`config.mk`:
```
export PLATFORM = sky130hd
export DESIGN_NAME = sobel_tile_scheduler
export DESIGN_NICKNAME = d
export VERILOG_FILES = /design/src/rtl/sobel_tile_scheduler.sv
export SDC_FILE = /design/constraint.sdc
export NUM_CORES = 2
export LEC_CHECK = 0
export BUFFER_PORTS_ARGS = -buffer_cell sky130_fd_sc_hd__buf_2
export CAP_MARGIN = 20
export CORE_AREA = 4 4 519 521
export CTS_CLUSTER_DIAMETER = 40
export DETAILED_ROUTE_END_ITERATION = 10
export DIE_AREA = 0 0 523 525
export PLACE_DENSITY = 0.35
export SLEW_MARGIN = 20
export SYNTH_ARGS = -nofsm -noshare
export SYNTH_HDL_FRONTEND = slang
export SYNTH_SLANG_ARGS = --single-unit
```
`constraint.sdc`:
```
create_clock -name clk -period 5.21 [get_ports clk]
set_input_delay 0.521 -clock clk [delete_from_list [all_inputs] [get_ports clk]]
set_output_delay 0.521 -clock clk [all_outputs]
set_load 0.03 [all_outputs]
```
`src/rtl/sobel_tile_scheduler.sv`:
```
// Tile scheduler for one sobel_convolution engine: gathers a 9x9 pixel tile from a
// byte stream, runs the engine once with a done timeout, then streams the result tile out.
module sobel_tile_scheduler #(
    parameter int PIX_W       = 8,
    parameter int N           = 9,
    parameter int TIMEOUT_CYC = 4096
) (
    input  logic                   clk,
    input  logic                   rst,
    input  logic                   in_valid,
    output logic                   in_ready,
    input  logic [PIX_W-1:0]       in_data,
    output logic                   out_valid,
    input  logic                   out_ready,
    output logic [PIX_W-1:0]       out_data,
    output logic                   out_last,
    output logic                   eng_start,
    output logic [N*N*PIX_W-1:0]   eng_input_matrix,
    input  logic [N*N*PIX_W-1:0]   eng_output_matrix,
    input  logic                   eng_done,
    output logic                   busy,
    output logic                   timeout_err
);

    localparam int NPIX   = N * N;
    localparam int MW     = NPIX * PIX_W;
    localparam int CNT_W  = $clog2(NPIX);
    localparam int WAIT_W = $clog2(TIMEOUT_CYC);

    localparam logic [CNT_W-1:0]  LAST_IDX  = CNT_W'(NPIX - 1);
    localparam logic [WAIT_W-1:0] WAIT_LAST = WAIT_W'(TIMEOUT_CYC - 1);

    localparam logic [1:0] S_LOAD   = 2'd0;
    localparam logic [1:0] S_START  = 2'd1;
    localparam logic [1:0] S_WAIT   = 2'd2;
    localparam logic [1:0] S_UNLOAD = 2'd3;

    logic [1:0]        state_q, state_d;
    logic [CNT_W-1:0]  pix_cnt_q, pix_cnt_d;
    logic [CNT_W-1:0]  res_cnt_q, res_cnt_d;
    logic [WAIT_W-1:0] wait_cnt_q, wait_cnt_d;
    logic [MW-1:0]     pack_q, pack_d;
    logic [MW-1:0]     result_q, result_d;
    logic              timeout_err_q, timeout_err_d;

    // NOTE: every next-state value gets a default before the case so no path leaves a latch.
    always_comb begin
        state_d       = state_q;
        pix_cnt_d     = pix_cnt_q;
        res_cnt_d     = res_cnt_q;
        wait_cnt_d    = wait_cnt_q;
        pack_d        = pack_q;
        result_d      = result_q;
        timeout_err_d = timeout_err_q;

        case (state_q)
            S_LOAD: begin
                if (in_valid) begin
                    pack_d[int'(pix_cnt_q) * PIX_W +: PIX_W] = in_data;
                    if (pix_cnt_q == LAST_IDX) begin
                        pix_cnt_d = '0;
                        state_d   = S_START;
                    end else begin
                        pix_cnt_d = pix_cnt_q + 1'b1;
                    end
                end
            end
            S_START: state_d = S_WAIT;
            S_WAIT: begin
                // A done arriving on the timeout cycle still counts as a normal completion.
                if (eng_done) begin
                    result_d   = eng_output_matrix;
                    wait_cnt_d = '0;
                    state_d    = S_UNLOAD;
                end else if (wait_cnt_q == WAIT_LAST) begin
                    result_d      = '0;
                    timeout_err_d = 1'b1;
                    wait_cnt_d    = '0;
                    state_d       = S_UNLOAD;
                end else begin
                    wait_cnt_d = wait_cnt_q + 1'b1;
                end
            end
            S_UNLOAD: begin
                if (out_ready) begin
                    if (res_cnt_q == LAST_IDX) begin
                        res_cnt_d = '0;
                        state_d   = S_LOAD;
                    end else begin
                        res_cnt_d = res_cnt_q + 1'b1;
                    end
                end
            end
            default: state_d = S_LOAD;
        endcase
    end

    // NOTE: the pack register is reset because it drives eng_input_matrix directly.
    always_ff @(posedge clk) begin
        if (rst) begin
            state_q       <= S_LOAD;
            pix_cnt_q     <= '0;
            res_cnt_q     <= '0;
            wait_cnt_q    <= '0;
            pack_q        <= '0;
            result_q      <= '0;
            timeout_err_q <= 1'b0;
        end else begin
            state_q       <= state_d;
            pix_cnt_q     <= pix_cnt_d;
            res_cnt_q     <= res_cnt_d;
            wait_cnt_q    <= wait_cnt_d;
            pack_q        <= pack_d;
            result_q      <= result_d;
            timeout_err_q <= timeout_err_d;
        end
    end

    assign in_ready         = (state_q == S_LOAD);
    assign out_valid        = (state_q == S_UNLOAD);
    assign out_data         = out_valid ? result_q[int'(res_cnt_q) * PIX_W +: PIX_W] : '0;
    assign out_last         = out_valid && (res_cnt_q == LAST_IDX);
    assign eng_start        = (state_q == S_START);
    assign eng_input_matrix = pack_q;
    assign busy             = !((state_q == S_LOAD) && (pix_cnt_q == '0));
    assign timeout_err      = timeout_err_q;

endmodule

```
==> results.py <==
metrics = {
    "final_layout": {
        "area.sequential_mm2": 0.0265,
        "multi_input_area_mm2": 0.0229,
        "fillerInstances": 27656,
        "final_cells": 10915,
        "syn_to_final_growth_pct": 54.7,
        "final_core_util_pct": 29.8,
        "fin_nets": 7788,
        "drive_gt1_share_pct": 29.5,
        "postLayoutCellArea_mm2": 0.0789,
    },
    "hold_path": {
        "hold_path_class": "in2reg",
        "whs_endpoint": "result_q[151]",
        "hold_path_depth": 2,
        "hp-start": "eng_output_matrix[151]",
    },
    "sta": {
        "fin_skew_ns": 0.0689,
        "slew_violations": 0,
        "rsz0062_at_grt": "false",
        "hold_violations": 0,
        "post-route-period-util_pct": 90.1,
        "finalSetupViolations": 0,
        "period_minus_slack_ns": 4.69,
        "tightest_slew_ns": 1.21,
        "finalSetupTns_ns": 0,
        "slew-limit-headroom_pct": 18.8,
        "fmax_mhz": 213,
    },
    "die": {
        "core_area_mm2": 0.265,
        "top_level_ports": 1323,
        "die_y_um": 525,
        "start_util_pct": 19.3,
        "die_x_um": 523,
        "rows": 189,
        "dieArea_mm2": 0.275,
    },
    "outcome": {
        "run_status": "complete, no violations",
    },
    "yosys": {
        "synthTopCellsByArea": "dfxtp_1, a22o_1, a21oi_1",
        "syn-mean-instance-area_um2": 9.86,
        "synth-async-reset-ratio_pct": 0,
        "yosysSeqAreaShare_pct": 52.0,
        "synth_cell_types": 65,
        "synth-edff-count": 0,
        "ys_ff_latch": 1325,
        "syn_nets": 5842,
        "yosys_warnings": 0,
        "synth_flop_cell": "dfxtp_1",
        "syn_inst": 5171,
        "synth.cell_area_mm2": 0.0510,
        "synth_top_area_share_pct": 52.0,
        "synth_area_leader_cell": "dfxtp_1",
    },
    "setup_path": {
        "cp.buffers_inverters": 2,
        "rr_endpoint": "eng_input_matrix[492]",
        "ff2ff_path_depth": 12,
        "critical_path_class": "reg2out",
        "required_ns": 4.69,
        "regToRegStartpoint": "pix_cnt_q[1]",
        "rrSetupSlack_ns": 1.11,
        "cp_top_family": "compound AO/OA/AOI/OAI gates",
        "cp.arrival_ns": 4.17,
        "start_kind": "register",
        "crit_fanout": 24,
        "slowest_delay_ns": 0.71,
        "crit_chain": "buf_4, mux2i_1, a221oi_1, o21ai_0, nand2_1, o21ai_1, o211ai_1, buf_2",
        "crit_path_end_kind": "output port",
        "cp_slowest_cell": "dfxtp_4",
    },
    "route": {
        "vias": 50655,
        "drt-initial-drc-count": 3954,
        "final_antenna_net_count": 0,
        "routedWlPerCell_um": 27.6,
        "dr.pass1.iters": 6,
        "wirelength_um": 301000,
        "vias_per_cell": 4.64,
        "route.detailed.drc": 0,
    },
    "pwr": {
        "total_power_mw": 31.8,
        "p_sw_mw": 7.40,
        "powerDensity_mw_per_mm2": 403,
        "clock_power_share_pct": 63.2,
        "p_int_mw": 24.4,
        "combinationalPowerShare_pct": 4.9,
        "peakVddDrop_v": 0.000268,
        "p_leak_nw": 30.9,
        "switching_share_pct": 23.3,
        "power_frac_seq_pct": 32.0,
    },
    "cts": {
        "cts_buffers": 297,
        "post-cts-setup-buffers": 0,
        "cts_root_buf": "clkbuf_16",
        "htreeDepth": 5,
        "cts_tree": "done",
        "clk_pin_slew_worst_paths_ns": 0.05,
        "cts.sinks": 1325,
        "clk_path_buf_depth": 4,
        "clk-insertion-delay-late_ns": 0.87,
    },
    "placement": {
        "placed_area_mm2": 0.0617,
        "dp.cells": 9703,
        "dpl.hpwl_um": 224000,
        "gp_congestion": 0.830,
        "io_buffers": 1322,
    },
    "global_routing": {
        "gr-total-overflow": 0,
        "grtUsageTotal_pct": 20.9,
        "grt_use_met1_pct": 25.1,
        "antenna_found_initial": 49,
        "grt_pass1_wl_um": 411000,
        "grt_max_degree": 181,
        "grtUsageMet3_pct": 5.11,
        "grt_pass1_vias": 50706,
        "gr-usage-met2_pct": 36.1,
        "grt_busiest_layer": "met2",
    },
    "job": {
        "drv_cap": 0,
    },
}
==> layout by cell type (no fill, tap or decap), drive strengths merged, types with 110 or more instances in the layout <==
master,count
nand3b,131
buf,1459
dlygate4sd3,647
a22o,656
mux2i,160
nand3,416
nand2,648
o31ai,131
clkbuf,396
a21oi,503
dfxtp,1325
mux4,110
nor2,164
==> timing repair <==
item,CTS,global route
gates resized for setup,1,0
endpoints found under the setup margin,1,0
endpoints found under the hold margin,647,0
hold buffers,647,0
==> state kept, by name (all words and copies together), names as in the netlist <==
name              flops
wait_cnt_q           12
res_cnt_q             7
state_q               2
timeout_err           1
result_q            648
eng_input_matrix    648
pix_cnt_q             7
==> power groups by stage <==
stage	Combinational, mW	Sequential, mW	Clock [mW]
2_1_floorplan	0.389	10.4	0
3_3_place_gp	1.15	10.4	0
3_5_place_dp	1.15	10.4	0
4_1_cts	1.56	10.2	20.5
5_1_grt	1.63	10.2	21.0
6_report	1.55	10.2	20.1
==> per-stage QoR <==
stage	setup WS, ns	hold slack (ns)
global route	0.239	0.000606
detailed placement	0.840	0.440
global placement	0.834	0.436
floorplan	0.822	0.444
finish	0.517	0.0270
CTS	0.194	0.00199
==> synthesized netlist by cell type, drive strengths merged, types with 25 or more instances <==
cell type and n:
mux2i 160, or3 48, nand3b 131, o21ai 93, nand4 33, and2 33, clkbuf 400, a21oi 503
nor2 164, o211ai 25, o31ai 131, buf 59, nand2 648, a22oi 44, nor3 44, mux4 110
a22o 656, dfxtp 1325, nand3 416
==> logic make-up after synthesis <==
family / share of synthesized area [%]
buf+inv: 3.55
simple gates: 14.7
xor+xnor: 0.410
flops: 52.0
compound gates: 21.0
mux: 8.04
fa+ha+maj: 0.245
==> worst register-to-register path, stage by stage (launching register included) <==
cell and delay [ns]:
dfxtp_1 0.46, inv_1 0.08, ha_1 0.28, nor4b_2 0.19, buf_4 0.21, nor2b_1 0.14, ha_1 0.33, nand3_1 0.20
a21oi_1 0.38, a21boi_4 0.51, nand3_1 0.56, or3_1 0.51, a21oi_1 0.16
==> how the worst max path moves through the flow <==
stage	start	to	slack [ns]	cells after the start
final	res_cnt_q[1]	out_data[3]	0.52	8
after global routing	res_cnt_q[0]	out_data[0]	0.24	7
after CTS	res_cnt_q[1]	out_data[3]	0.19	8
after detailed placement	res_cnt_q[1]	out_data[3]	0.84	8
after global placement	res_cnt_q[1]	out_data[3]	0.83	8
after floorplan	pix_cnt_q[0]	eng_input_matrix[416]	0.82	19
==> per-layer routing <==
metal | vias to the layer above | wire (um)
met4 | 34 | 10700
li1 | 23201 | -
met3 | 464 | 21600
met2 | 2010 | 147000
met1 | 24946 | 122000
met5 | - | 169
==> layout make-up <==
| class | instances | share of cell area (%) |
|---|---|---|
| antenna | 24 | 0.0761 |
| clock buffer | 396 | 10.8 |
| clock inverter | 144 | 2.71 |
| inverter | 13 | 0.0618 |
| multi-input combinational | 3374 | 29.0 |
| sequential | 1325 | 33.6 |
| tap | 3533 | 5.60 |
| timing repair buffer | 2106 | 18.1 |
No activity file was read; power rests on OpenSTA's default activity.
